[config.mk]
export PLATFORM = sky130hd
export DESIGN_NAME = uart_tx_fifo_drain
export DESIGN_NICKNAME = d
export VERILOG_FILES = /design/src/rtl/uart_tx_fifo_drain.sv
export SDC_FILE = /design/constraint.sdc
export NUM_CORES = 1
export LEC_CHECK = 0
export ABC_AREA = 1
export CAP_MARGIN = 25
export CORE_MARGIN = 8
export CORE_UTILIZATION = 45
export DETAILED_ROUTE_END_ITERATION = 10
export GPL_TIMING_DRIVEN = 0
export HOLD_SLACK_MARGIN = 0.15
export PLACE_DENSITY = 0.7
export SETUP_SLACK_MARGIN = 0.02
export SYNTH_ARGS = -nofsm -noshare
export SYNTH_HDL_FRONTEND = slang
export SYNTH_SLANG_ARGS = --single-unit
export TNS_END_PERCENT = 100
[constraint.sdc]
create_clock -name clk -period 2.1 [get_ports clk]
set_input_delay 0.42 -clock clk [delete_from_list [all_inputs] [get_ports clk]]
set_output_delay 0.42 -clock clk [all_outputs]
set_load 0.1 [all_outputs]
[src/rtl/uart_tx_fifo_drain.sv]
// uart_tx_fifo_drain
// UART transmitter that drains an upstream FIFO. Each word is popped in
// IDLE, framed as start / data (LSB first) / optional parity / stop bits,
// and shifted out on tx at CLKS_PER_BIT clocks per bit. While tx_en stays
// high, frames follow each other with exactly one IDLE cycle in between.
module uart_tx_fifo_drain #(
  parameter int WORD         = 8,
  parameter int CLKS_PER_BIT = 16,
  parameter int STOP_BITS    = 1,
  parameter int PARITY       = 0
) (
  input  logic            clk,
  input  logic            rst,
  input  logic            tx_en,
  input  logic            fifo_empty,
  input  logic [WORD-1:0] fifo_rd_data,
  output logic            fifo_rd,
  output logic            tx,
  output logic            busy,
  output logic            tx_done
);

  // Counter widths and terminal values
  localparam int CW = (CLKS_PER_BIT > 1) ? $clog2(CLKS_PER_BIT) : 1;
  localparam int BW = $clog2(WORD + 1);
  localparam logic [CW-1:0] CLK_LAST  = CW'(CLKS_PER_BIT - 1);
  localparam logic [BW-1:0] BIT_LAST  = BW'(WORD - 1);
  localparam logic          STOP_LAST = (STOP_BITS == 2);

  typedef enum logic [2:0] {
    ST_IDLE,
    ST_START,
    ST_DATA,
    ST_PARITY,
    ST_STOP
  } state_t;

  state_t          state_reg,    state_next;
  logic [CW-1:0]   clk_cnt_reg,  clk_cnt_next;
  logic [BW-1:0]   bit_cnt_reg,  bit_cnt_next;
  logic            stop_cnt_reg, stop_cnt_next;
  logic [WORD-1:0] shift_reg,    shift_next;
  logic            parity_reg,   parity_next;
  logic            tx_reg,       tx_next;

  logic            bit_end;
  logic            even_par;

  // XOR chain over the FIFO head word; the final tap is the even-parity bit
  logic [WORD:0] par_chain;
  assign par_chain[0] = 1'b0;

  genvar gi;
  generate
    for (gi = 0; gi < WORD; gi++) begin : g_par
      assign par_chain[gi+1] = par_chain[gi] ^ fifo_rd_data[gi];
    end
  endgenerate

  assign even_par = par_chain[WORD];
  assign bit_end  = (clk_cnt_reg == CLK_LAST);

  // Next-state, counters, pop strobe, done pulse and next tx level
  always_comb begin
    state_next    = state_reg;
    clk_cnt_next  = clk_cnt_reg;
    bit_cnt_next  = bit_cnt_reg;
    stop_cnt_next = stop_cnt_reg;
    shift_next    = shift_reg;
    parity_next   = parity_reg;
    fifo_rd       = 1'b0;
    tx_done       = 1'b0;
    tx_next       = 1'b1;

    // Bit-rate counter runs in every framing state and wraps on a bit boundary
    if (state_reg != ST_IDLE) begin
      clk_cnt_next = bit_end ? '0 : clk_cnt_reg + 1'b1;
    end

    case (state_reg)
      ST_IDLE: begin
        // Pop is held off while reset is asserted so no word is lost in reset
        if (tx_en && !fifo_empty && !rst) begin
          fifo_rd       = 1'b1;
          shift_next    = fifo_rd_data;
          parity_next   = (PARITY == 2) ? ~even_par : even_par;
          bit_cnt_next  = '0;
          clk_cnt_next  = '0;
          stop_cnt_next = 1'b0;
          state_next    = ST_START;
        end
      end

      ST_START: begin
        if (bit_end) begin
          state_next = ST_DATA;
        end
      end

      ST_DATA: begin
        if (bit_end) begin
          shift_next   = shift_reg >> 1;
          bit_cnt_next = bit_cnt_reg + 1'b1;
          if (bit_cnt_reg == BIT_LAST) begin
            state_next = (PARITY != 0) ? ST_PARITY : ST_STOP;
          end
        end
      end

      ST_PARITY: begin
        if (bit_end) begin
          state_next = ST_STOP;
        end
      end

      ST_STOP: begin
        if (bit_end) begin
          if (stop_cnt_reg == STOP_LAST) begin
            tx_done    = 1'b1;
            state_next = ST_IDLE;
          end else begin
            stop_cnt_next = stop_cnt_reg + 1'b1;
          end
        end
      end

      default: begin
        state_next = ST_IDLE;
      end
    endcase

    // tx is registered from the upcoming state so the line only moves on bit boundaries
    case (state_next)
      ST_START:  tx_next = 1'b0;
      ST_DATA:   tx_next = shift_next[0];
      ST_PARITY: tx_next = parity_next;
      default:   tx_next = 1'b1;
    endcase
  end

  // State and datapath registers; reset drops any in-flight word and idles the line
  always_ff @(posedge clk or posedge rst) begin
    if (rst) begin
      state_reg    <= ST_IDLE;
      clk_cnt_reg  <= '0;
      bit_cnt_reg  <= '0;
      stop_cnt_reg <= 1'b0;
      shift_reg    <= '0;
      parity_reg   <= 1'b0;
      tx_reg       <= 1'b1;
    end else begin
      state_reg    <= state_next;
      clk_cnt_reg  <= clk_cnt_next;
      bit_cnt_reg  <= bit_cnt_next;
      stop_cnt_reg <= stop_cnt_next;
      shift_reg    <= shift_next;
      parity_reg   <= parity_next;
      tx_reg       <= tx_next;
    end
  end

  assign tx   = tx_reg;
  assign busy = (state_reg != ST_IDLE);

endmodule
==> flow_summary.yaml <==
synthesis:
  ys_seq_area_frac: 0.441
  netlist_top_cells_area: "dfrtp_1 (42%), nand2_1 (11%), nand3_1 (8.8%)"
  yosysTopAreaCell: "dfrtp_1"
  synth_area_um2: 1190
  synth-seq-cells: 21
  synth-async-reset-ratio: 1.00
  synthTopCellsByCount: "nand2_1 (36), nand3_1 (21), dfrtp_1 (20), inv_1 (16), nor2_1 (7)"
  synth_edf_count: 0
  ys.flop_type: "dfrtp_1"
  synthDistinctLibCells: 29
  syn_avg_cell_area_um2: 8.23
  syn_nets: 159
  yosysMostFrequentCell: "nand2_1"
  synth_cells: 145
  ys_warn_count: 0
  yosys.area.top_type_share: 0.419
die:
  core-area_um2: 2500
  dieArea_um2: 4560
  io_pins: 16
  start_util: 0.477
  dieWidth_um: 67.5
  fp-row-count: 18
  die_h_um: 67.5
power:
  p_int_uw: 910
  sw_frac_of_total: 0.469
  powerDensity_nw_per_um2: 1190
  power.switching_uw: 803
  combPwrFrac: 0.479
  seqPwrFrac: 0.405
  p_leak_nw: 0.757
  ir_drop_mv: 0.869
  total_power_mw: 1.71
  clockPowerShare: 0.116
routing:
  via_per_inst: 5.20
  first_pass_iters: 4
  drcViolationCount: 0
  wl_per_cell_um: 12.2
  postRouteAntennaNets: 0
  drtIter0Drc: 55
  vias: 1019
  wl_mm: 2.40
sta:
  worst_slew_pin_slew_ps: 550
  grt_setup_unrepaired: "no"
  slew_headroom: 0.635
  drv_slew: 0
  finalHoldViolCount: 0
  clock_skew_ps: 3.91
  fmax_mhz: 504
  finalSetupViolCount: 0
  tns_ps: 0
  min_period_ps: 1980
  period_share: 0.944
layout:
  nNetsFinal: 181
  finalNonFillerCells: 196
  multiInputGateArea_um2: 577
  antenna_cells: 0
  n_fill_cell: 247
  synthToLayoutAreaGrowth_pct: 20.6
  final_layout_size_suffix_gt1_frac: 0.193
  largest_reg_flops: 8
  seqCellArea_um2: 527
  fin_area_um2: 1440
setup_path:
  cp.arrival_ps: 1560
  path_max_fanout: 10
  path_class: "input pin to output pin"
  crit_required_ps: 1680
  worstRegToRegCells: 10
  startpoint_type: "input pin"
  end_kind: "output pin"
clock_tree:
  htreeDepth: 1
  clockBufferDepth: 2
  clock_latency_ps: 310
  cts-root-buf: "clkbuf_4"
  holdBufCountCts: 0
  clk_pin_slew_ps: 120
  cts.sinks: 21
  cts_buffers: 3
  cts_tree: "yes"
global_route:
  grt_max_degree: 13
  grt_pass1_wl_mm: 4.46
  overflow: 0
  grtUsageTotal: 0.123
  grt_pass1_vias: 1039
  antenna_found_initial: 0
placed_design:
  gp_congestion: 0.798
  dpl_cell_area_um2: 1380
  dpl.cell_count: 190
  io_buffers: 15
  hpwl_mm: 1.83
run_status:
  status: "complete, no violations"
flow_run:
  cap_violations: 0
worst_hold_path:
  hp-class: "input pin to async pin"
## placed cells by master (no fill, tap or decap), types with 3 or more instances in the layout
cell type,Yosys,final
a21oi_1,3,3
nor3_1,3,3
o21ai_0,4,4
nand2_1,36,36
nor2_1,7,6
buf_4,0,3
dfrtp_1,20,20
nand3_1,21,21
inv_1,16,16
clkbuf_4,0,3
inv_2,5,5
nand2_4,5,5
clkdlybuf4s50_1,0,10
o211ai_1,3,3
## power by group through the flow
stage	Combinational (mW)	Sequential [mW]	Clock, mW
2_1_floorplan	0.593	0.752	0
3_3_place_gp	0.798	0.692	0
3_5_place_dp	0.826	0.699	0
4_1_cts	0.823	0.691	0.202
5_1_grt	0.922	0.707	0.223
6_report	0.821	0.694	0.199
## layout make-up
type / count / area share
sequential: 21 / 0.366
clock buffer: 3 / 0.0156
multi-input combinational: 100 / 0.401
clock inverter: 1 / 0.00348
inverter: 24 / 0.0730
tap: 30 / 0.0261
timing repair buffer: 16 / 0.113
timing repair inverter: 1 / 0.00261
## metrics by stage
step / util / setup WS [ps] / hold slack, ps
floorplan: - / 131 / 282
global placement: 0.554 / -1340 / 466
detailed placement: 0.554 / -1370 / 476
CTS: 0.575 / 66.4 / 243
global route: 0.576 / 38.5 / 242
finish: 0.576 / 118 / 232
## cells by family (layout without fill, tap and decap cells)
group | after synthesis | after routing | synth area share
compound gates | 16 | 16 | 0.0912
xor+xnor | 2 | 2 | 0.0147
fa+ha+maj | 2 | 2 | 0.0210
buf+inv | 24 | 45 | 0.0818
flops | 21 | 21 | 0.441
simple gates | 80 | 80 | 0.350
## critical path, cell delays in order
cell,delay [ps]
clkdlybuf4s50_1,460
nand2_1,80
nor2_4,140
nand2_4,130
inv_4,140
buf_12,180
## layer usage
layer / track usage / wire [µm] / vias to the layer above
met4: 0.0601 / 40 / 0
met2: 0.204 / 1170 / 20
met1: 0.155 / 1130 / 477
met3: 0.0149 / 56 / 4
li1: - / - / 518
met5: 0 / 0 / -
## final timing paths
path                                          start                        to  slack (ps)
max                                           tx_en                   fifo_rd         120
min                                             rst  clk_cnt_reg[1]$_DFF_PP0_         230
max reg2reg                clk_cnt_reg[0]$_DFF_PP0_              tx$_DFF_PP1_         520
min reg2reg                shift_reg[5]$_DFFE_PP0P_  shift_reg[5]$_DFFE_PP0P_         500
max in group asynchronous                       rst              tx$_DFF_PP1_        1580
min in group clk           shift_reg[5]$_DFFE_PP0P_  shift_reg[5]$_DFFE_PP0P_         500
## timing repair
item                                    4_1_cts  5_1_grt
cloned                                        1        0
pin swaps                                     0        0
hold endpoints to repair                      0        0
gates resized for setup                      28        3
endpoints found under the setup margin        4        1
setup buffers                                 1        0
Power figures use the tool's default switching activity.
